$ cat config.mk
export PLATFORM = sky130hd
export DESIGN_NAME = sdp_fifo_ctrl
export DESIGN_NICKNAME = d
export VERILOG_FILES = /design/src/rtl/sdp_fifo_ctrl.sv
export SDC_FILE = /design/constraint.sdc
export NUM_CORES = 1
export LEC_CHECK = 0
export ABC_AREA = 0
export CAP_MARGIN = 20
export CORE_MARGIN = 2
export CORE_UTILIZATION = 40
export CTS_BUF_LIST = sky130_fd_sc_hd__clkbuf_2 sky130_fd_sc_hd__clkbuf_4 sky130_fd_sc_hd__clkbuf_8
export DETAILED_ROUTE_END_ITERATION = 7
export PLACE_DENSITY = 0.75
export REMOVE_ABC_BUFFERS = 1
export SYNTH_ARGS = -nofsm -noshare
export SYNTH_HDL_FRONTEND = slang
export SYNTH_SLANG_ARGS = --single-unit
$ cat constraint.sdc
create_clock -name clk -period 6.6 [get_ports clk]
set_clock_uncertainty 0.1 [all_clocks]
set_input_delay 1.32 -clock clk [delete_from_list [all_inputs] [get_ports clk]]
set_output_delay 1.32 -clock clk [all_outputs]
set_load 0.05 [all_outputs]
$ cat src/rtl/sdp_fifo_ctrl.sv
// sdp_fifo_ctrl: FWFT FIFO controller around an external simple dual-port RAM with a 2-entry output buffer.
// Define SDP_FIFO_AF_EN to enable the registered almost_full flag.
module sdp_fifo_ctrl #(
    parameter int DW       = 8,
    parameter int WORDS    = 256,
    parameter int AF_LEVEL = WORDS
) (
    input  logic                       clk,
    input  logic                       rst,
    input  logic                       in_valid,
    output logic                       in_ready,
    input  logic [DW-1:0]              in_data,
    output logic                       out_valid,
    input  logic                       out_ready,
    output logic [DW-1:0]              out_data,
    output logic [$clog2(WORDS+3)-1:0] level,
    output logic                       almost_full,
    output logic [$clog2(WORDS)-1:0]   ram_addr_a,
    output logic                       ram_wr_a,
    output logic [DW-1:0]              ram_din_a,
    output logic [$clog2(WORDS)-1:0]   ram_addr_b,
    input  logic [DW-1:0]              ram_qout_b
);
    localparam int AW = $clog2(WORDS);
    localparam int LW = $clog2(WORDS+3);

    logic [AW:0]    wptr, rptr, ram_cnt;
    logic [1:0]     ocnt, ocnt_pop;
    logic           rd_pend, push, pop, rd_go;
    logic [DW-1:0]  head, skid;
    logic [LW-1:0]  next_level;

    assign ram_cnt    = wptr - rptr;
    assign in_ready   = ram_cnt != (AW+1)'(WORDS);
    assign push       = in_valid & in_ready;
    assign out_valid  = ocnt != 2'd0;
    assign out_data   = head;
    assign pop        = out_valid & out_ready;
    assign ocnt_pop   = ocnt - {1'b0, pop};
    // Only issue a read if the returning word is guaranteed a free slot
    assign rd_go      = (ram_cnt != '0) && ({1'b0, ocnt_pop} + {2'b0, rd_pend} <= 3'd1);
    assign next_level = level + LW'(push) - LW'(pop);

    assign ram_wr_a   = push;
    assign ram_addr_a = wptr[AW-1:0];
    assign ram_din_a  = in_data;
    assign ram_addr_b = rptr[AW-1:0];

    always_ff @(posedge clk or posedge rst) begin
        if (rst) begin
            wptr    <= '0;
            rptr    <= '0;
            ocnt    <= '0;
            rd_pend <= 1'b0;
            level   <= '0;
            head    <= '0;
            skid    <= '0;
        end else begin
            wptr    <= wptr + (AW+1)'(push);
            rptr    <= rptr + (AW+1)'(rd_go);
            rd_pend <= rd_go;
            ocnt    <= ocnt_pop + {1'b0, rd_pend};
            level   <= next_level;
            if (pop && ocnt == 2'd2)
                head <= skid;
            // Returning RAM data lands in the first slot left free after this cycle's pop
            if (rd_pend) begin
                if (ocnt_pop == 2'd0)
                    head <= ram_qout_b;
                else
                    skid <= ram_qout_b;
            end
        end
    end

`ifdef SDP_FIFO_AF_EN
    always_ff @(posedge clk or posedge rst) begin
        if (rst)
            almost_full <= 1'b0;
        else
            almost_full <= next_level >= LW'(AF_LEVEL);
    end
`else
    assign almost_full = 1'b0;
`endif

endmodule

==> out/results.ini, run 1 <==
[run_status]
run_status = complete, no violations

[finish]
final_nets = 341
layout_common_cells = 47 x clkdlybuf4s50_1, 46 x dfrtp_1, 26 x inv_1
area_delta_synth_final_pct = 18.1
n_antenna_cell = 0
fillers = 642
multi_input_area_mm2 = 0.00134
drive_gt1_share_pct = 8.75
final_common_cell = clkdlybuf4s50_1
ff_latch_area_mm2 = 0.00115

[critical_path]
end_kind = output port
r2r_start = rptr[4]
reg2reg_depth = 16
cp_slowest_cell = clkdlybuf4s50_1
critPathLaunchType = register
worstPathArrival_ps = 3220
crit_path_cell_trace = inv_1 -> ha_1 -> and2b_2 -> o211a_1 -> o211a_1 -> or3_1 -> o211ai_1 -> clkdlybuf4s50_1
crit_path_max_fanout = 6
timing.rr.end = level[8]
slowest_delay_ps = 860
cp.required_ps = 5180
ff2ff_setup_slack_ps = 2340
crit_type = reg2out
crit_top_cell = o211a_1

[flow_run]
cap_violations = 0

[clocking]
clockRootBuffer = clkbuf_8
cts_buffer_depth = 2
h-tree-depth = 2
cts_resized = 0
cts_tree = built
cts_setup_buffers = 0
cts_buffers = 5
cts-hold-fix-buffers = 0
clock_latency_ps = 300
clock_sinks = 46
clk_pin_slew_worst_paths_ps = 80

[yosys]
synth.cell_area_mm2 = 0.00279
ys_seq_elements = 46
synthArstFlopShare_pct = 100
synth_edf_count = 0
syn_inst = 268
yosysWarnings = 0
synth_area_per_cell_um2 = 10.4
synth.distinct_cells = 49
ys.flop_type = dfrtp_1
ys_seq_area_share_pct = 41.3

[timing]
slew_violations = 0
fin_ws_ps = 1960
fin_crit_ps = 4640
period_share_pct = 70.3
timing.hold.ws_ps = 403
maxSlewHeadroom_pct = 63.2
final_hold_viol_count = 0
finalSetupViolCount = 0
max_freq_mhz = 216
rsz0062_at_grt = no
finalSetupTns_ps = 0
tightest_slew_ps = 550

[floorplanning]
die_x_um = 87.5
die-area_mm2 = 0.00766
fp.dieH_um = 87.5
core_mm2 = 0.00676
start_util_pct = 41.3
rows = 30
ios = 65

[drt]
antenna_left = 0
drt_iter0_drc = 50
drc = 0
drt-wirelength-per-cell_um = 14.1
drt_pass1_iterations = 4
via_per_inst = 5.27
vias = 1987
routed_wl_mm = 5.31

[global_routing]
antenna_found_initial = 0
grt_max_degree = 47
grt_pass1_wl_mm = 9.37
overflow = 0
grt_pass1_vias = 2049
track_usage_pct = 15.4

[placed_design]
io_buffer_count = 47
gp_congestion = 0.826
place_hpwl_mm = 4.01
preCtsSetupSlack_ps = 2090

[hold_path]
hold_path_class = reg2reg
holdPathStages = 1
min_to = rptr[8]
hold_start = rptr[8]

## per-layer routing
metal  vias up  global-route usage, %  wire, um
met5         -                      0         0
met4         0                   3.92        78
met3         9                   4.93       336
met2        68                   25.8      2480
met1       952                   19.4      2420
li1        958                      -         -
## layout make-up
type	count	share of cell area, %
inverters	27	3.08
clock buffers	5	2.09
clock inverters	3	1.33
repair buffers	48	14.9
well taps	80	3.04
multi-input cells	168	40.6
flip-flops and latches	46	34.9
## critical path, delay by kind of cell, from the launching register on
kind / cells / cell delay (ps)
buf+inv: 2 / 930
simple gates: 2 / 590
fa+ha+maj: 1 / 290
flops: 1 / 450
compound gates: 3 / 660
## through the flow
stage | util [%] | cell area [um^2] | instances
2_1_floorplan | - | 2590 | 241
3_3_place_gp | 46.8 | 3160 | 368
3_5_place_dp | 46.8 | 3160 | 368
4_1_cts | 48.5 | 3270 | 376
5_1_grt | 48.8 | 3290 | 377
6_report | 48.8 | 3290 | 377
## synth_stat cells (5+ instances only)
| library cell | number | area [um^2] |
|---|---|---|
| dfrtp_1 | 46 | 1150 |
| nand3_1 | 8 | 40.0 |
| nand2_1 | 7 | 26.3 |
| ha_1 | 24 | 300 |
| nand4_1 | 5 | 31.3 |
| a21oi_1 | 14 | 70.1 |
| xnor2_1 | 21 | 184 |
| nor2_1 | 13 | 48.8 |
| mux2i_1 | 9 | 90.1 |
| buf_4 | 26 | 195 |
| inv_1 | 27 | 101 |
| mux2_2 | 8 | 90.1 |
## worst max-delay path by stage
stage               cells past startpoint  startpoint  endpoint  slack [ps]
floorplan                               7     rptr[2]  in_ready        2440
global placement                        4    in_valid  ram_wr_a        2160
detailed placement                      4    in_valid  ram_wr_a        2090
finish                                  8     rptr[1]  in_ready        1960
global route                            8     rptr[1]  in_ready        1780
CTS                                     7     wptr[1]  in_ready        1960
## sequential cells by signal, summed over array words and instances (netlist names)
name / count
level: 9
rptr: 9
wptr: 9
out_data: 8
skid: 8
ocnt: 2
rd_pend: 1
## logic make-up after synthesis
kind of cell	Yosys count	synth area share, %
flip-flops	46	41.3
buffers and inverters	54	10.8
AND/OR/NAND/NOR	56	10.9
multiplexers	17	6.46
XOR/XNOR	25	7.85
AO/OA/AOI/OAI	44	11.1
other	1	0.134
adder cells (fa/ha/maj)	25	11.5
Power of run 1 is not shown: default switching activity piles up to over one toggle a cycle in this logic, so the estimate is an artifact.
==> run 2: changes to the inputs <==
PLACE_DENSITY = 0.78   (was 0.75)
clock period = 3.9 ns   (was 6.6 ns; I/O delays follow)
==> run 2 against run 1 <==
- global-route usage increased by 0.68 points
- cell count increased by 5.3%
- non-clock buffer count increased by 20
- flip-flop and latch count unchanged
- via count increased by 4.3%
- clock-buffer cell count increased by 1
- critical path depth increased by 7
- core utilization increased by 3.2 points
- sequential share of layout area decreased by 2.1 points
- critical path type is now reg2reg
- critical endpoint is now level[8]
==> out/results.ini, run 2 (synthesis results as in run 1) <==
[floorplanning]
core_mm2 = 0.00676  ; unchanged
rows = 30  ; unchanged
start_util_pct = 41.3  ; unchanged
ios = 65  ; unchanged
die_x_um = 87.5  ; unchanged
fp.dieH_um = 87.5  ; unchanged
die-area_mm2 = 0.00766  ; unchanged

[critical_path]
reg2reg_depth = 15  ; -1
worstPathArrival_ps = 3880  ; +660 ps
timing.rr.end = level[8]
crit_path_cell_trace = ha_1 -> and2b_2 -> o211a_1 -> o211a_1 -> nor4b_4 -> a211oi_2 -> ha_1 -> inv_1 -> ha_1 -> fa_2 -> a21o_1 -> a21oi_2 -> o21ai_1 -> o41ai_2 -> xnor2_1
crit_type = reg2reg
cp_slowest_cell = dfrtp_1
critPathBufInv = 1  ; -1
crit_top_cell = ha_1
slowest_delay_ps = 390  ; -470 ps
cp.required_ps = 4030  ; -1150 ps
critPathLaunch = wptr[1]
critPathLaunchType = register
cp_num_cells = 15  ; +7
crit_path_max_fanout = 3  ; -3
ff2ff_setup_slack_ps = 150  ; -2190 ps
cp_top_family = compound AO/OA/AOI/OAI gates
r2r_start = wptr[1]
end_kind = register
critPathCapture = level[8]

[clocking]
h-tree-depth = 2  ; unchanged
cts_buffer_depth = 2  ; unchanged
cts-hold-fix-buffers = 0  ; unchanged
clock_sinks = 46  ; unchanged
cts_buffers = 5  ; unchanged
clock_latency_ps = 300  ; about the same
cts_tree = built
clk_pin_slew_worst_paths_ps = 90  ; about the same
clockRootBuffer = clkbuf_8

[drt]
routed_wl_mm = 5.85  ; +10%
drc = 0  ; unchanged
drt_pass1_iterations = 4  ; unchanged
drt-wirelength-per-cell_um = 14.7  ; +4.5%
via_per_inst = 5.22  ; -0.98%
vias = 2072  ; +4.3%
antenna_left = 0  ; unchanged
drt_iter0_drc = 72  ; +44%

[flow_run]
cap_violations = 0  ; unchanged

[global_routing]
grt_pass1_wl_mm = 9.74  ; +3.9%
grt_pass1_vias = 2221  ; +8.4%
overflow = 0  ; unchanged
track_usage_pct = 16.1  ; +0.68 points
antenna_found_initial = 0  ; unchanged
grt_max_degree = 47  ; unchanged

[timing]
tightest_slew_ps = 570  ; +19.6 ps
final_hold_viol_count = 0  ; unchanged
maxSlewHeadroom_pct = 61.9  ; -1.3 points
fin_crit_ps = 3750
timing.hold.ws_ps = 389  ; -13.6 ps
period_share_pct = 96.2
max_freq_mhz = 267
finalSetupViolCount = 0  ; unchanged
rsz0062_at_grt = yes
slew_violations = 0  ; unchanged
finalSetupTns_ps = 0  ; unchanged

[finish]
final_common_cell = dfrtp_1
fillers = 605  ; -5.8%
n_antenna_cell = 0  ; unchanged
area_delta_synth_final_pct = 25.7
final_cells = 397  ; +5.3%
multi_input_area_mm2 = 0.00141  ; +5.0%
top_regs = level x9, rptr x9, wptr x9
drive_gt1_share_pct = 18.9  ; +10 points
layout_common_cells = 46 x dfrtp_1, 45 x clkdlybuf4s50_1, 23 x inv_1
ff_latch_area_mm2 = 0.00115  ; unchanged
final_nets = 361  ; +5.9%

[placed_design]
place_hpwl_mm = 4.27  ; +6.5%
dp.cells = 384  ; +4.3%
gp_congestion = 0.868  ; +5.1%
io_buffer_count = 47  ; unchanged

[hold_path]
hold_path_class = reg2reg

[run_status]
run_status = complete, no violations

## run 2: cell types whose count changed in the layout (fill, tap and decap cells not counted), moves of 2 or more
cell             before  now
clkdlybuf4s50_1      47   45
inv_1                26   23
ha_1                 24   22
buf_4                 0   22
o41ai_2               0    2
ha_4                  0    2
o41ai_1               2    0
inv_2                 1    4
## run 2: repair_timing
action / 4_1_cts / 5_1_grt
endpoints found under the setup margin: 1 / 3
gates resized for setup: 7 / 8
buffers inserted: 2 / 2
endpoints found under the hold margin: 0 / 0
pin swaps: 3 / 5
## run 2: worst min-delay path by stage
stage | from | endpoint | slack (ps) | cells past startpoint
after CTS | rptr[8] | rptr[8] | 400 | 1
after global routing | rptr[8] | rptr[8] | 410 | 1
final | rptr[8] | rptr[8] | 390 | 1
after detailed placement | rptr[8] | rptr[8] | 380 | 1
after floorplan | wptr[8] | wptr[8] | 360 | 1
after global placement | wptr[8] | wptr[8] | 380 | 1
## run 2: layout make-up
| type | instances | area share [%] |
|---|---|---|
| Multi-Input combinational cell | 168 | 40.1 |
| Clock buffer | 6 | 2.18 |
| Timing Repair Buffer | 68 | 18.1 |
| Sequential cell | 46 | 32.8 |
| Inverter | 27 | 2.89 |
| Tap cell | 80 | 2.85 |
| Clock inverter | 2 | 1.07 |
## run 2: metal layers
metal | vias to the layer above | track usage (%) | share of wire (%)
li1 | 997 | - | -
met1 | 992 | 19.0 | 44
met2 | 74 | 28.5 | 49
met3 | 9 | 4.45 | 5.6
met4 | 0 | 4.90 | 1.2
met5 | - | 0 | 0
## run 2: per-stage QoR
stage / util, % / worst slack [ps] / cell area, um^2
global route: 51.9 / -8.18 / 3510
detailed placement: 48.5 / -113 / 3280
CTS: 51.0 / 9.93 / 3450
global placement: 48.5 / 33.9 / 3280
floorplan: - / -245 / 2590
finish: 51.9 / 150 / 3510
Power of run 2 is left out for the same reason.
